$ cat src/rtl/pipe_ctrl_pkg.sv
// Shared types and latencies for the pipeline hazard controller.
// Holds the mult/div latencies, the md state enum and the stall-cause encoding.
package pipe_ctrl_pkg;

    localparam int MUL_LAT = 5;
    localparam int DIV_LAT = 32;

    typedef enum logic [0:0] {
        MD_IDLE = 1'b0,
        MD_RUN  = 1'b1
    } md_state_t;

    typedef enum logic [2:0] {
        CAUSE_NONE     = 3'd0,
        CAUSE_LOAD_USE = 3'd1,
        CAUSE_MD_STALL = 3'd2,
        CAUSE_BRANCH   = 3'd3,
        CAUSE_FREEZE   = 3'd4
    } cause_t;

    // A frozen pipeline outranks everything; a taken branch squashes the
    // wrong-path ID instruction, so its hazards are irrelevant.
    function automatic cause_t decode_cause(input logic freeze,
                                            input logic branch,
                                            input logic md_stall,
                                            input logic load_use);
        if (freeze)        return CAUSE_FREEZE;
        else if (branch)   return CAUSE_BRANCH;
        else if (md_stall) return CAUSE_MD_STALL;
        else if (load_use) return CAUSE_LOAD_USE;
        else               return CAUSE_NONE;
    endfunction

endpackage

$ cat src/rtl/pipe_ctrl_if.sv
// Bundle of hazard inputs from the pipeline and the control outputs back to it.
// master drives the hazard inputs (pipeline side); slave is the controller.
interface pipe_ctrl_if;

    logic        idex_memread;
    logic [4:0]  idex_rt;
    logic [4:0]  ifid_rs;
    logic [4:0]  ifid_rt;
    logic        ifid_md_use;
    logic        branch_taken;
    logic        md_start;
    logic        md_op;
    logic        dmem_req;
    logic        dmem_ready;

    logic        pc_wr;
    logic        ifid_wr;
    logic        idex_wr;
    logic        exmem_wr;
    logic        memwb_wr;
    logic        ifid_flush;
    logic        idex_flush;
    logic        md_busy;
    logic        md_done;
    logic [15:0] stall_cnt;
    logic [15:0] flush_cnt;

    modport master (
        output idex_memread, idex_rt, ifid_rs, ifid_rt, ifid_md_use,
               branch_taken, md_start, md_op, dmem_req, dmem_ready,
        input  pc_wr, ifid_wr, idex_wr, exmem_wr, memwb_wr,
               ifid_flush, idex_flush, md_busy, md_done, stall_cnt, flush_cnt
    );

    modport slave (
        input  idex_memread, idex_rt, ifid_rs, ifid_rt, ifid_md_use,
               branch_taken, md_start, md_op, dmem_req, dmem_ready,
        output pc_wr, ifid_wr, idex_wr, exmem_wr, memwb_wr,
               ifid_flush, idex_flush, md_busy, md_done, stall_cnt, flush_cnt
    );

endinterface

$ cat src/rtl/pipe_ctrl_md_sequencer.sv
// Mult/div occupancy tracker: busy for MUL_LAT or DIV_LAT cycles, done strobe on the last.
// Start is accepted only from idle and not while frozen; the count keeps running through freezes.
module md_sequencer
    import pipe_ctrl_pkg::*;
(
    input  logic clk,
    input  logic rst,
    input  logic md_start,
    input  logic md_op,
    input  logic freeze,
    output logic md_busy,
    output logic md_done
);

    md_state_t  state_q, state_d;
    logic [4:0] md_cnt_q, md_cnt_d;

    always_comb begin
        state_d  = state_q;
        md_cnt_d = md_cnt_q;
        case (state_q)
            MD_IDLE: begin
                if (md_start && !freeze) begin
                    state_d  = MD_RUN;
                    md_cnt_d = md_op ? 5'(DIV_LAT - 1) : 5'(MUL_LAT - 1);
                end
            end
            MD_RUN: begin
                // md_start here is ignored, including on the done cycle.
                if (md_cnt_q == 5'd0) state_d  = MD_IDLE;
                else                  md_cnt_d = md_cnt_q - 5'd1;
            end
            default: begin
                state_d  = MD_IDLE;
                md_cnt_d = 5'd0;
            end
        endcase
    end

    always_ff @(posedge clk or posedge rst) begin
        if (rst) begin
            state_q  <= MD_IDLE;
            md_cnt_q <= 5'd0;
        end else begin
            state_q  <= state_d;
            md_cnt_q <= md_cnt_d;
        end
    end

    assign md_busy = (state_q == MD_RUN);
    assign md_done = md_busy && (md_cnt_q == 5'd0);

endmodule

$ cat src/rtl/pipe_ctrl.sv
// Pipeline hazard controller: same-cycle stall/flush decode plus md sequencer and perf counters.
// Write enables and flushes are combinational; only the md FSM and counters are registered.
module pipe_ctrl
    import pipe_ctrl_pkg::*;
(
    input  logic       clk,
    input  logic       rst,
    pipe_ctrl_if.slave ctrl
);

    logic   freeze;
    logic   md_stall;
    logic   load_use;
    logic   md_busy;
    logic   md_done;
    cause_t cause;

    logic [15:0] stall_cnt_q, stall_cnt_d;
    logic [15:0] flush_cnt_q, flush_cnt_d;

    assign freeze   = ctrl.dmem_req && !ctrl.dmem_ready;
    assign md_stall = md_busy && ctrl.ifid_md_use;
    assign load_use = ctrl.idex_memread && (ctrl.idex_rt != 5'd0) &&
                      ((ctrl.idex_rt == ctrl.ifid_rs) || (ctrl.idex_rt == ctrl.ifid_rt));
    assign cause    = decode_cause(freeze, ctrl.branch_taken, md_stall, load_use);

    md_sequencer u_md_seq (
        .clk      (clk),
        .rst      (rst),
        .md_start (ctrl.md_start),
        .md_op    (ctrl.md_op),
        .freeze   (freeze),
        .md_busy  (md_busy),
        .md_done  (md_done)
    );

    always_comb begin
        ctrl.pc_wr      = 1'b1;
        ctrl.ifid_wr    = 1'b1;
        ctrl.idex_wr    = 1'b1;
        ctrl.exmem_wr   = 1'b1;
        ctrl.memwb_wr   = 1'b1;
        ctrl.ifid_flush = 1'b0;
        ctrl.idex_flush = 1'b0;
        case (cause)
            CAUSE_FREEZE: begin
                ctrl.pc_wr    = 1'b0;
                ctrl.ifid_wr  = 1'b0;
                ctrl.idex_wr  = 1'b0;
                ctrl.exmem_wr = 1'b0;
                ctrl.memwb_wr = 1'b0;
            end
            CAUSE_BRANCH: begin
                ctrl.ifid_flush = 1'b1;
                ctrl.idex_flush = 1'b1;
            end
            CAUSE_MD_STALL, CAUSE_LOAD_USE: begin
                ctrl.pc_wr      = 1'b0;
                ctrl.ifid_wr    = 1'b0;
                ctrl.idex_flush = 1'b1;
            end
            default: ;
        endcase
        // Reset holds every stage and keeps bubbles flowing into IF/ID and ID/EX.
        if (rst) begin
            ctrl.pc_wr      = 1'b0;
            ctrl.ifid_wr    = 1'b0;
            ctrl.idex_wr    = 1'b0;
            ctrl.exmem_wr   = 1'b0;
            ctrl.memwb_wr   = 1'b0;
            ctrl.ifid_flush = 1'b1;
            ctrl.idex_flush = 1'b1;
        end
    end

    always_comb begin
        stall_cnt_d = stall_cnt_q;
        flush_cnt_d = flush_cnt_q;
        if ((cause == CAUSE_FREEZE || cause == CAUSE_MD_STALL || cause == CAUSE_LOAD_USE) &&
            stall_cnt_q != 16'hFFFF)
            stall_cnt_d = stall_cnt_q + 16'd1;
        if (cause == CAUSE_BRANCH && flush_cnt_q != 16'hFFFF)
            flush_cnt_d = flush_cnt_q + 16'd1;
    end

    always_ff @(posedge clk or posedge rst) begin
        if (rst) begin
            stall_cnt_q <= 16'd0;
            flush_cnt_q <= 16'd0;
        end else begin
            stall_cnt_q <= stall_cnt_d;
            flush_cnt_q <= flush_cnt_d;
        end
    end

    assign ctrl.md_busy   = md_busy;
    assign ctrl.md_done   = md_done;
    assign ctrl.stall_cnt = stall_cnt_q;
    assign ctrl.flush_cnt = flush_cnt_q;

endmodule

$ cat src/flat_wrapper.sv
// flat-port wrapper written by rule: the top's interface ports become plain ports
module pipe_ctrl_flat import pipe_ctrl_pkg::*;
  (clk, rst, ctrl_idex_memread, ctrl_idex_rt, ctrl_ifid_rs, ctrl_ifid_rt, ctrl_ifid_md_use, ctrl_branch_taken, ctrl_md_start, ctrl_md_op, ctrl_dmem_req, ctrl_dmem_ready, ctrl_pc_wr, ctrl_ifid_wr, ctrl_idex_wr, ctrl_exmem_wr, ctrl_memwb_wr, ctrl_ifid_flush, ctrl_idex_flush, ctrl_md_busy, ctrl_md_done, ctrl_stall_cnt, ctrl_flush_cnt);
  pipe_ctrl_if ctrl_i ();
  input  logic clk;
  input  logic rst;
  input wire logic [$bits(ctrl_i.idex_memread)-1:0] ctrl_idex_memread;
  input wire logic [$bits(ctrl_i.idex_rt)-1:0] ctrl_idex_rt;
  input wire logic [$bits(ctrl_i.ifid_rs)-1:0] ctrl_ifid_rs;
  input wire logic [$bits(ctrl_i.ifid_rt)-1:0] ctrl_ifid_rt;
  input wire logic [$bits(ctrl_i.ifid_md_use)-1:0] ctrl_ifid_md_use;
  input wire logic [$bits(ctrl_i.branch_taken)-1:0] ctrl_branch_taken;
  input wire logic [$bits(ctrl_i.md_start)-1:0] ctrl_md_start;
  input wire logic [$bits(ctrl_i.md_op)-1:0] ctrl_md_op;
  input wire logic [$bits(ctrl_i.dmem_req)-1:0] ctrl_dmem_req;
  input wire logic [$bits(ctrl_i.dmem_ready)-1:0] ctrl_dmem_ready;
  output wire logic [$bits(ctrl_i.pc_wr)-1:0] ctrl_pc_wr;
  output wire logic [$bits(ctrl_i.ifid_wr)-1:0] ctrl_ifid_wr;
  output wire logic [$bits(ctrl_i.idex_wr)-1:0] ctrl_idex_wr;
  output wire logic [$bits(ctrl_i.exmem_wr)-1:0] ctrl_exmem_wr;
  output wire logic [$bits(ctrl_i.memwb_wr)-1:0] ctrl_memwb_wr;
  output wire logic [$bits(ctrl_i.ifid_flush)-1:0] ctrl_ifid_flush;
  output wire logic [$bits(ctrl_i.idex_flush)-1:0] ctrl_idex_flush;
  output wire logic [$bits(ctrl_i.md_busy)-1:0] ctrl_md_busy;
  output wire logic [$bits(ctrl_i.md_done)-1:0] ctrl_md_done;
  output wire logic [$bits(ctrl_i.stall_cnt)-1:0] ctrl_stall_cnt;
  output wire logic [$bits(ctrl_i.flush_cnt)-1:0] ctrl_flush_cnt;
  assign ctrl_i.idex_memread = ctrl_idex_memread;
  assign ctrl_i.idex_rt = ctrl_idex_rt;
  assign ctrl_i.ifid_rs = ctrl_ifid_rs;
  assign ctrl_i.ifid_rt = ctrl_ifid_rt;
  assign ctrl_i.ifid_md_use = ctrl_ifid_md_use;
  assign ctrl_i.branch_taken = ctrl_branch_taken;
  assign ctrl_i.md_start = ctrl_md_start;
  assign ctrl_i.md_op = ctrl_md_op;
  assign ctrl_i.dmem_req = ctrl_dmem_req;
  assign ctrl_i.dmem_ready = ctrl_dmem_ready;
  assign ctrl_pc_wr = ctrl_i.pc_wr;
  assign ctrl_ifid_wr = ctrl_i.ifid_wr;
  assign ctrl_idex_wr = ctrl_i.idex_wr;
  assign ctrl_exmem_wr = ctrl_i.exmem_wr;
  assign ctrl_memwb_wr = ctrl_i.memwb_wr;
  assign ctrl_ifid_flush = ctrl_i.ifid_flush;
  assign ctrl_idex_flush = ctrl_i.idex_flush;
  assign ctrl_md_busy = ctrl_i.md_busy;
  assign ctrl_md_done = ctrl_i.md_done;
  assign ctrl_stall_cnt = ctrl_i.stall_cnt;
  assign ctrl_flush_cnt = ctrl_i.flush_cnt;
  pipe_ctrl u_core (.clk(clk), .rst(rst), .ctrl(ctrl_i));
endmodule
$ cat config.mk
export PLATFORM = sky130hd
export DESIGN_NAME = pipe_ctrl_flat
export DESIGN_NICKNAME = d
export VERILOG_FILES = /design/src/rtl/pipe_ctrl_pkg.sv /design/src/rtl/pipe_ctrl_if.sv /design/src/rtl/pipe_ctrl_md_sequencer.sv /design/src/rtl/pipe_ctrl.sv /design/src/flat_wrapper.sv
export SDC_FILE = /design/constraint.sdc
export NUM_CORES = 1
export LEC_CHECK = 0
export BUFFER_PORTS_ARGS = -buffer_cell sky130_fd_sc_hd__buf_2
export CORE_ASPECT_RATIO = 0.75
export CORE_UTILIZATION = 45
export DETAILED_ROUTE_END_ITERATION = 12
export HOLD_SLACK_MARGIN = 0.08
export PLACE_DENSITY = 0.73
export RECOVER_POWER = 25
export SLEW_MARGIN = 20
export SYNTH_ARGS = -nofsm -noshare
export SYNTH_HDL_FRONTEND = slang
export SYNTH_HIERARCHICAL = 1
export SYNTH_SLANG_ARGS = --single-unit
$ cat constraint.sdc
create_clock -name clk -period 2.6 [get_ports clk]
set_input_delay 0 -clock clk [delete_from_list [all_inputs] [get_ports clk]]
set_output_delay 0 -clock clk [all_outputs]
set_load 0.01 [all_outputs]
; Yosys cells after proc, flatten, opt, wreduce, memory -nomap -nowiden
; Index checks and enable logic that the tools add are counted.
[classes]
add_sub_neg = 3
n_eq_ne = 10
muxes = 19
bitwise_logic = 1
reduce_logical = 18
[op_table]
columns = op, count
row1 = "16-bit by 1-bit adder with 16-bit output, second input constant", 2
row2 = "16-bit != test, second input constant", 2
row3 = 5-bit two-way mux, 3
row4 = 1-bit two-way mux, 11
row5 = 5-bit == test, 2
row6 = 5-bit one-hot mux with 2 select lines, 1
row7 = 3-bit two-way mux, 3
row8 = 1-bit logical AND, 8
row9 = "3-bit by 2-bit == test with 1-bit output, second input constant", 2
row10 = 3-bit OR reduction, 2
row11 = 5-bit zero test, 1
row12 = 5-bit nonzero test, 1
row13 = "5-bit by 1-bit subtractor with 5-bit output, second input constant", 1
row14 = "2-bit != test, second input constant", 2
row15 = "3-bit by 1-bit == test with 1-bit output, second input constant", 1
row16 = "3-bit == test, second input constant", 1
row17 = 1-bit logical OR, 3
row18 = 1-bit zero test, 2
row19 = 1-bit one-hot mux with 2 select lines, 1
row20 = 2-bit AND reduction, 1
row21 = 1-bit NOT, 1
[word_totals]
ff_bits = 38
in_bits = 24
word_cells = 55

; Depth between registers and ports, before layout
; Gate-level depths: netlist (run 1).
[logic_depth]
ltp_word = 11
mapped_depth = 7
depth_no_buf = 7

; By module
; Netlist (run 1), hierarchy kept.
[by_module_without_submodules]
columns = module, n_inst, cells_per_inst, area_each_um2
row1 = pipe_ctrl, 1, 171, 1737.9
row2 = md_sequencer, 1, 37, 379.1

; Worst setup path before layout (run 1)
; Ideal clock, no wire load.
[synth_path]
path_type = reg2reg
from = reg u_core.stall_cnt_q[0] (netlist: u_core/ctrl.stall_cnt[0])
to = reg u_core.stall_cnt_q[6] (netlist: u_core/ctrl.stall_cnt[6])
arrival_time_ns = 1.799
path_slack_ns = 0.722
stages_incl_launch_ff = 8
path_buffers = 0
path_cell_list = dfrtp_1 > ha_1 > nand4_1 > nor4_1 > or3_1 > o22a_4 > nor4b_4 > xor2_1
[synth_via]
elab_chain_cells = 2
elab_cells_between_ends = 3
classes_between = add/sub: 1 / eq/ne: 1 / reduce/logical: 1
[synth_rtl]
columns = item, line_no
row1 = "start, declared", pipe_ctrl.sv:18  ; logic [15:0] stall_cnt_q, stall_cnt_d;
row2 = "start signal, assigned", pipe_ctrl.sv:91  ; stall_cnt_q <= stall_cnt_d;
row3 = branches (longest 2 deep; another with 16-bit by 1-bit adder with 16-bit output), -
; Several ways; the timed one is not identified.
; A chain may end at the register's enable or synchronous reset.

; Worst setup path in the final report (run 1)
[layout_path]
from = reg u_core.stall_cnt_q[0] (netlist: u_core/ctrl.stall_cnt[0])
to = reg u_core.stall_cnt_q[1] (netlist: u_core/ctrl.stall_cnt[1])
; The elaborated chain is that of the path after synthesis.

==> run_results.csv, run 1 <==
group,metric,value,unit
synth,yosysTopAreaCell,"dfrtp_1",
placed_design,place_congestion,0.847,
final_layout,final_common_cell,"buf_2",
hold_path,hold_start,"ctrl_md_op",
placed_design,dpl-instance-area,0.00249,mm^2
job,cap_violations,0,
placed_design,dp_hpwl,3500,um
setup_path,r2r_start,"u_core/ctrl.stall_cnt[0]$_DFFE_PP0P_",
synth,synth_top_area_share,0.449,
clock_tree,clkTransAtPathRegs,70,ps
timing,slew_viol_final,0,
die,core,0.00449,mm^2
final_layout,stdcell_area,0.00259,mm^2
synth,yosysSeqAreaShare,0.449,
synth,synth_edf_count,0,
clock_tree,tritoncts,"done",
synth,ys.flop_type,"dfrtp_1",
synth,yosys_warnings,6,
timing,fin_ws,599,ps
timing,grt_setup_unrepaired,"no",
pwr,powerDensity,804,mW/mm^2
global_route,met2_usage,0.309,
synth,avgSynthCellArea,10.2,um^2
final_layout,drive_gt1_frac,0.294,
final_layout,layout_common_cells,"buf_2, dfrtp_1, xor2_1, nor2_1, inv_1",
timing,max_freq,500,MHz
routing,antenna_left,0,
clock_tree,cts_sinks,38,
setup_path,crit_path_start,"u_core/ctrl.stall_cnt[0]$_DFFE_PP0P_",
global_route,use_met1,0.267,
final_layout,fin_nets,305,
setup_path,crit_arrival,2170,ps
die,rows,21,
synth,synth-xor-area-share,0.157,
global_route,grt-ovfl-total,0,
global_route,grt_pass1_wl,7380,um
setup_path,cp-end-kind,"flop",
synth,async_flop_share,1.00,
timing,skew,5.23,ps
clock_tree,worstSkewPairLatency,280,ps
setup_path,crit_required,2770,ps
timing,timing.setup.tns,0,ps
pwr,p_leak,0.00135,uW
global_route,grt-busiest-layer,"met2",
die,fp.dieW,81.2,um
die,initial_core_util,0.471,
timing,worst_slew_pin_slew,557,ps
placed_design,post-place-ws,643,ps
synth,synth_nets,235,
routing,vias,1754,
synth,synth_fa_ha_area_frac,0.0177,
routing,dr.pass1.iters,4,
timing,period_needed,2000,ps
die,dieArea,0.00499,mm^2
global_route,antenna_found_initial,0,
run_status,status,"complete, no violations",
hold_path,min_path_type,"primary input to flop",
timing,hold_viol,0,
synth,ys_ff_latch,38,
die,io_pins,65,
setup_path,path_max_fanout,6,
timing,slew_headroom,0.623,
synth,synth_cell_types,47,
routing,drtIter0Drc,101,
clock_tree,cts_resized,0,
synth,synth_area_leaders,"dfrtp_1, xor2_1, xnor2_1",
synth,synth_top_family_by_area,"simple AND/OR/NAND/NOR gates",
timing,fin_crit_sh,0.770,
clock_tree,htreeDepth,2,
synth,synth_compound_area_frac,0.0810,
final_layout,n_fill_cell,413,
routing,vias_per_cell,5.22,
placed_design,portBuffers,64,
pwr,ir_worst_vdd,0.000412,V
setup_path,worst-setup-path-type,"flop to flop",
setup_path,setup.worst_path.start_class,"flop",
synth,synth-simple-area-share,0.238,
synth,synth_cells,208,
clock_tree,root_buffer,"clkbuf_8",
global_route,grt_use_met3,0.0607,
final_layout,areaGrowthSynthToFinish,22.5,%
final_layout,antenna_cells,0,
synth,muxShareOfSynthArea,0.0201,
clock_tree,numCtsBuffers,5,
routing,wl_per_cell,13.6,um
synth,synth_area,0.00212,mm^2
timing,hold_slack,110,ps
timing,setup_viol,0,
clock_tree,clockBufferDepth,2,
routing,routed_wl,4560,um
global_route,grt_max_degree,34,
final_layout,fin_util,0.577,
global_route,grtUsageTotal,0.197,
routing,drc_errors,0,
die,fp.dieH,61.4,um
global_route,grt_pass1_vias,1585,
-- flip-flops by register name, indices dropped and copies added (netlist names) --
register,flops
u_core/u_md_seq/md_cnt_q,5
u_core/ctrl.flush_cnt,16
u_core/ctrl.stall_cnt,16
u_core/u_md_seq/md_busy,1
-- what timing repair did --
item,in CTS,in global routing
hold buffers,1,0
hold endpoints to repair,38,0
setup buffers,0,0
-- area by class of cell --
cell class	count	area, um^2	share of cell area
Clock buffer	7	86.3	0.0333
Timing Repair Buffer	66	337	0.130
Clock inverter	1	5.00	0.00193
Multi-Input combinational cell	152	1090	0.419
Inverter	15	56.3	0.0217
Sequential cell	38	951	0.367
Tap cell	57	71.3	0.0275
-- worst paths after layout --
| kind | cells past startpoint | end | slack, ps |
|---|---|---|---|
| min in group asynchronous | 3 | u_core/u_md_seq/md_cnt_q[3]$_DFFE_PP0P_ | 180 |
| max reg2reg | 6 | u_core/ctrl.stall_cnt[1]$_DFFE_PP0P_ | 600 |
| max in group asynchronous | 4 | u_core/ctrl.flush_cnt[0]$_DFFE_PP0P_ | 1930 |
| min | 4 | u_core/u_md_seq/md_cnt_q[0]$_DFFE_PP0P_ | 110 |
| max | 6 | u_core/ctrl.stall_cnt[1]$_DFFE_PP0P_ | 600 |
| min reg2reg | 1 | u_core/ctrl.stall_cnt[15]$_DFFE_PP0P_ | 500 |
-- report_power, final --
part           switching, uW  total, uW  internal [uW]
Combinational            390        751            360
Clock                    199        413            214
Sequential               183        922            739
-- kinds of logic after synthesis --
logic type      after synthesis
compound gates               21
xor+xnor                     38
fa+ha+maj                     3
buf+inv                      18
flops                        38
mux                           4
simple gates                 86
-- metal layers --
| metal | wire length, um | up-vias |
|---|---|---|
| li1 | - | 866 |
| met1 | 2270 | 850 |
| met2 | 2030 | 34 |
| met3 | 225 | 4 |
| met4 | 38 | 0 |
| met5 | 0 | - |
-- through the flow --
step | instances | total power, uW
after global routing | 336 | 2230
after detailed placement | 327 | 1680
final | 336 | 2090
after floorplan | 208 | 1420
after global placement | 327 | 1650
after CTS | 336 | 2100
-- worst max-delay path, cell delays in order (launching register included) --
cell and delay, ps:
dfrtp_1 400, ha_1 250, nand4_1 120, nor4_1 410, or3_1 190, o22a_4 180, mux2_2 340
-- synthesized netlist by cell type, types with 2 or more instances --
library cell	instances
nand3_1	11
inv_1	15
nand2b_1	4
xor2_1	26
dfrtp_1	38
nand2_1	12
nor2_1	17
nand4_1	6
a21oi_1	2
a31oi_1	2
nor3_1	12
and3_1	3
mux2i_1	2
buf_4	3
and4_1	3
nor4b_1	2
nor3b_1	2
ha_1	3
mux2_2	2
o21a_1	3
xnor2_1	12
o2bb2ai_1	2
or3_1	2
Power figures use the tool's default switching activity.
==> run 2: changes to the inputs <==
- PLACE_DENSITY: 0.73 -> 0.76
- clock period: 2.6 -> 1.75 ns (I/O delays scaled with it)
==> run 2 against run 1 <==
The run now ends with negative setup slack left; global-route usage grew 0.38 points; die area is the same; fmax increased by 12%; critical path type unchanged; critical endpoint is now u_core/ctrl.stall_cnt[6]$_DFFE_PP0P_; highest routed layer unchanged.
==> run_results.csv, run 2 (same netlist as run 1, synthesis figures left out) <==
group,metric,value,unit
run_status,status,"complete, but fails checks",
run_status,violations,"negative setup slack",
final_layout,fin_nets,331,
timing,worst_slew_pin_slew,793,ps
die,dieArea,0.00499,mm^2
hold_path,min_path_cells,4,
setup_path,cpPeakStageDelay,390,ps
timing,hold_viol,0,
setup_path,path_max_fanout,6,
placed_design,portBuffers,64,
die,initial_core_util,0.471,
timing,fin_crit_sh,1.02,
die,io_pins,65,
routing,antenna_left,0,
setup_path,crit_required,1970,ps
global_route,antenna_found_initial,0,
timing,max_freq,560,MHz
setup_path,crit_arrival,2000,ps
setup_path,worst-path-stages,7,
hold_path,hold_start,"ctrl_md_op",
timing,fin_ws,-36.6,ps
routing,dr.pass1.iters,4,
setup_path,r2r_cells,7,
die,fp.dieW,81.2,um
die,fp.dieH,61.4,um
final_layout,n_fill_cell,388,
routing,wl_per_cell,12.8,um
pwr,powerDensity,1200,mW/mm^2
timing,period_needed,1790,ps
routing,vias_per_cell,5.02,
routing,routed_wl,4640,um
timing,timing.setup.tns,-36.6,ps
clock_tree,numCtsBuffers,5,
clock_tree,worstSkewPairLatency,300,ps
final_layout,antenna_cells,0,
setup_path,worst-setup-path-type,"flop to flop",
placed_design,dp_hpwl,3690,um
final_layout,areaGrowthSynthToFinish,34.0,%
placed_design,dpl-instance-area,0.00269,mm^2
clock_tree,root_buffer,"clkbuf_8",
routing,drc_errors,0,
final_layout,stdcell_area,0.00284,mm^2
timing,slew_viol_final,0,
final_layout,layout.cells.non_filler,362,
setup_path,path_buf_inv,0,
pwr,p_leak,0.00149,uW
hold_path,min_path_type,"primary input to flop",
routing,vias,1819,
timing,skew,6.98,ps
setup_path,crit_path_start,"u_core/ctrl.stall_cnt[0]$_DFFE_PP0P_",
clock_tree,clockBufferDepth,2,
setup_path,cp-end-kind,"flop",
setup_path,r2r_start,"u_core/ctrl.stall_cnt[0]$_DFFE_PP0P_",
clock_tree,tritoncts,"done",
global_route,grtUsageTotal,0.201,
clock_tree,clkTransAtPathRegs,80,ps
final_layout,final_common_cell,"buf_2",
clock_tree,htreeDepth,2,
setup_path,setup.worst_path.start_class,"flop",
placed_design,place_inst,353,
pwr,power,3400,uW
job,cap_violations,0,
timing,setup_viol,1,
final_layout,drive_gt1_frac,0.380,
pwr,ir_worst_vdd,0.000541,V
setup_path,crit_family,"simple AND/OR/NAND/NOR gates",
final_layout,layout_common_cells,"buf_2, dfrtp_1, buf_4, xor2_1, nor2_1",
placed_design,post-place-ws,-68.7,ps
setup_path,cp_slowest_cell,"dfrtp_1",
routing,drtIter0Drc,107,
setup_path,path_cells,"ha_2 -> nand4_1 -> nor4_2 -> or3_1 -> o22a_4 -> nor4b_4 -> xor2_1",
global_route,grt_max_degree,33,
global_route,grt_pass1_wl,7410,um
die,rows,21,
placed_design,place_congestion,0.863,
clock_tree,cts_sinks,38,
timing,slew_headroom,0.471,
die,core,0.00449,mm^2
timing,grt_setup_unrepaired,"yes",
global_route,grt-ovfl-total,0,
global_route,grt_pass1_vias,1626,
run 2: final timing paths:
kind / to / slack (ps)
max: u_core/ctrl.stall_cnt[6]$_DFFE_PP0P_ / -40
min: u_core/u_md_seq/md_cnt_q[0]$_DFFE_PP0P_ / 100
max reg2reg: u_core/ctrl.stall_cnt[6]$_DFFE_PP0P_ / -40
min reg2reg: u_core/ctrl.stall_cnt[15]$_DFFE_PP0P_ / 500
max in group asynchronous: u_core/ctrl.stall_cnt[4]$_DFFE_PP0P_ / 720
min in group asynchronous: u_core/u_md_seq/md_busy$_DFF_PP0_ / 190
run 2: timing repair:
item                       CTS  global route
setup buffers                0             0
hold buffers                 1             0
resized for setup            2             5
setup endpoints to repair    3            14
pin swaps                    5             2
hold endpoints to repair    38             0
run 2: cell type report:
| class | instances | area (um^2) | area share |
|---|---|---|---|
| multi-input combinational | 152 | 1120 | 0.394 |
| sequential | 38 | 951 | 0.335 |
| inverter | 15 | 56.3 | 0.0199 |
| timing repair buffer | 92 | 529 | 0.187 |
| clock buffer | 8 | 110 | 0.0388 |
| tap | 57 | 71.3 | 0.0251 |
run 2: where the power goes:
| part | switching (uW) | total (uW) | internal [uW] |
|---|---|---|---|
| clock network | 304 | 702 | 398 |
| registers | 183 | 1280 | 1100 |
| logic | 704 | 1410 | 710 |
run 2: through the flow:
stage	hold WS, ps	util
after floorplan	-209	-
after global placement	-44.0	0.599
after detailed placement	-42.7	0.599
after CTS	101	0.628
after global routing	124	0.631
final	103	0.631
run 2: worst reg2reg max path, delay by kind of cell (launching register included):
family          cells  cell delay (ps)
compound gates      1              270
xor+xnor            1              170
fa+ha+maj           1              180
flops               1              390
simple gates        4              700
run 2: metal layers:
| metal | global-route usage | share of wire | wire (um) |
|---|---|---|---|
| met2 | 0.310 | 0.46 | 2120 |
| met5 | 0 | 0 | 0 |
| met1 | 0.277 | 0.49 | 2270 |
| met4 | 0.0765 | 0.017 | 77 |
| met3 | 0.0489 | 0.036 | 165 |
==> run 3: changes to the inputs <==
- CELL_PAD_IN_SITES_DETAIL_PLACEMENT: not set -> 1
- CELL_PAD_IN_SITES_GLOBAL_PLACEMENT: not set -> 2
- CORE_UTILIZATION: 45 -> 28
- PLACE_DENSITY: 0.76 -> 0.78
- RECOVER_POWER: 25 -> 100
==> run 3 against run 2 <==
The run still ends with negative setup slack left; die area increased by 59%; global-route usage fell by 4.6 points; combinational power grew 5%; register-to-register slack got worse by 98 ps; sequential power hardly changed; routed wire length rose by 22%; count of clock-buffer cells in the layout down 1; non-clock buffer count grew 8; critical path type unchanged.
==> run_results.csv, run 3 (same netlist as run 1, synthesis figures left out) <==
group,metric,value,unit
run_status,status,"complete, but fails checks",
clock_tree,cts_sinks,38,
hold_path,min_path_type,"primary input to flop",
final_layout,layout.cells.non_filler,414,
die,fp.dieW,102,um
die,rows,27,
hold_path,hold_start,"ctrl_md_op",
setup_path,crit_arrival,2090,ps
global_route,grtUsageTotal,0.155,
placed_design,place_inst,401,
routing,vias_per_cell,4.55,
timing,period_needed,1890,ps
job,cap_violations,0,
final_layout,fin_util,0.391,
final_layout,n_fill_cell,894,
placed_design,place_congestion,0.822,
final_layout,areaGrowthSynthToFinish,35.2,%
routing,drtIter0Drc,21,
pwr,p_leak,0.00142,uW
routing,wl_per_cell,13.7,um
routing,wl_met2,2650,um
setup_path,r2r-end,"u_core/ctrl.stall_cnt[8]$_DFFE_PP0P_",
final_layout,antenna_cells,0,
global_route,grt-ovfl-total,0,
die,initial_core_util,0.289,
timing,setup_viol,5,
final_layout,drive_gt1_frac,0.281,
global_route,grt_max_degree,33,
clock_tree,htreeDepth,2,
routing,drt-met1-wl,2720,um
hold_path,min_path_cells,4,
setup_path,cp-end-kind,"flop",
timing,hold_viol,0,
setup_path,r2r_cells,8,
timing,fin_ws,-135,ps
clock_tree,clkTransAtPathRegs,80,ps
timing,max_freq,530,MHz
routing,antenna_left,0,
placed_design,portBuffers,64,
setup_path,setup.worst_path.start_class,"flop",
placed_design,dpl-instance-area,0.00278,mm^2
clock_tree,worstSkewPairLatency,290,ps
final_layout,stdcell_area,0.00286,mm^2
die,dieArea,0.00792,mm^2
placed_design,dp_hpwl,4500,um
setup_path,worst-setup-path-type,"flop to flop",
setup_path,path_max_fanout,6,
final_layout,fin_nets,339,
die,core,0.00733,mm^2
pwr,ir_worst_vdd,0.000423,V
clock_tree,root_buffer,"clkbuf_8",
die,io_pins,65,
global_route,antenna_found_initial,0,
die,fp.dieH,77.3,um
timing,hold_slack,105,ps
pwr,powerDensity,1180,mW/mm^2
routing,dr.pass1.iters,4,
routing,vias,1885,
timing,grt_setup_unrepaired,"yes",
timing,fin_crit_sh,1.08,
routing,met3_length,240,um
timing,slew_headroom,0.462,
global_route,grt_pass1_wl,9520,um
final_layout,layout_common_cells,"buf_2, dfrtp_1, clkbuf_1, xor2_1, buf_4",
global_route,grt_pass1_vias,1906,
timing,slew_viol_final,0,
run_status,violations,"negative setup slack",
clock_tree,numCtsBuffers,5,
setup_path,crit_required,1960,ps
hold_path,whs_endpoint,"u_core/u_md_seq/md_cnt_q[0]$_DFFE_PP0P_",
routing,top_layer,"met4",
setup_path,r2r_start,"u_core/ctrl.stall_cnt[1]$_DFFE_PP0P_",
routing,drc_errors,0,
clock_tree,tritoncts,"done",
timing,worst_slew_pin_slew,807,ps
pwr,power,3380,uW
clock_tree,clockBufferDepth,2,
setup_path,rrSetupSlack,-140,ps
final_layout,final_common_cell,"buf_2",
routing,routed_wl,5680,um
timing,skew,5.26,ps
## run 3: how the worst max path moves through the flow
stage                                               startpoint                              endpoint  slack (ps)  cells after the start
after floorplan           u_core/ctrl.stall_cnt[0]$_DFFE_PP0P_  u_core/ctrl.stall_cnt[6]$_DFFE_PP0P_         -80                      7
after global placement    u_core/ctrl.stall_cnt[1]$_DFFE_PP0P_  u_core/ctrl.stall_cnt[6]$_DFFE_PP0P_         -20                      7
after detailed placement  u_core/ctrl.stall_cnt[1]$_DFFE_PP0P_  u_core/ctrl.stall_cnt[6]$_DFFE_PP0P_         -80                      7
after CTS                 u_core/ctrl.stall_cnt[1]$_DFFE_PP0P_  u_core/ctrl.stall_cnt[6]$_DFFE_PP0P_         -70                      7
after global routing      u_core/ctrl.stall_cnt[1]$_DFFE_PP0P_  u_core/ctrl.stall_cnt[8]$_DFFE_PP0P_        -220                      8
final                     u_core/ctrl.stall_cnt[1]$_DFFE_PP0P_  u_core/ctrl.stall_cnt[8]$_DFFE_PP0P_        -140                      8
## run 3: timing repair
action                                 CTS  global route
pin swaps                                4             1
buffers inserted                         0             4
resized for setup                        2             9
endpoints found under the hold margin   38             0
hold buffers                             1             0
setup endpoints to repair                3             7
## run 3: worst max-delay path: stages (launching register included)
cell	delay (ps)
dfrtp_1	390
ha_2	190
nand4_1	100
nor4_2	50
or3_1	330
o22a_4	280
buf_4	150
nor3_4	130
xor2_1	180
## run 3: area by class of cell
class                      count  area (um^2)  area share
clock buffer                   7         86.3      0.0302
timing repair buffer         100          510       0.178
clock inverter                 1         5.00     0.00175
tap                          101          126      0.0441
multi-input combinational    152         1130       0.394
sequential                    38          951       0.332
inverter                      15         56.3      0.0197
## run 3: layer usage
metal | vias up | track usage
met5 | - | 0
met2 | 41 | 0.239
met4 | 0 | 0.0471
met1 | 911 | 0.217
met3 | 8 | 0.0328
li1 | 925 | -
## run 3: power by group
part           internal (uW)  total [uW]  leakage, uW  switching (uW)
Sequential              1100        1270     0.000483             169
Clock                    318         633    0.0000482             315
Combinational            698        1480     0.000885             779
## run 3: metrics by stage
stage | worst slack (ps) | TNS, ps
6_report | -135 | -395
5_1_grt | -224 | -1480
4_1_cts | -69.9 | -156
3_5_place_dp | -83.5 | -194
3_3_place_gp | -15.2 | -15.2
2_1_floorplan | -77.0 | -208
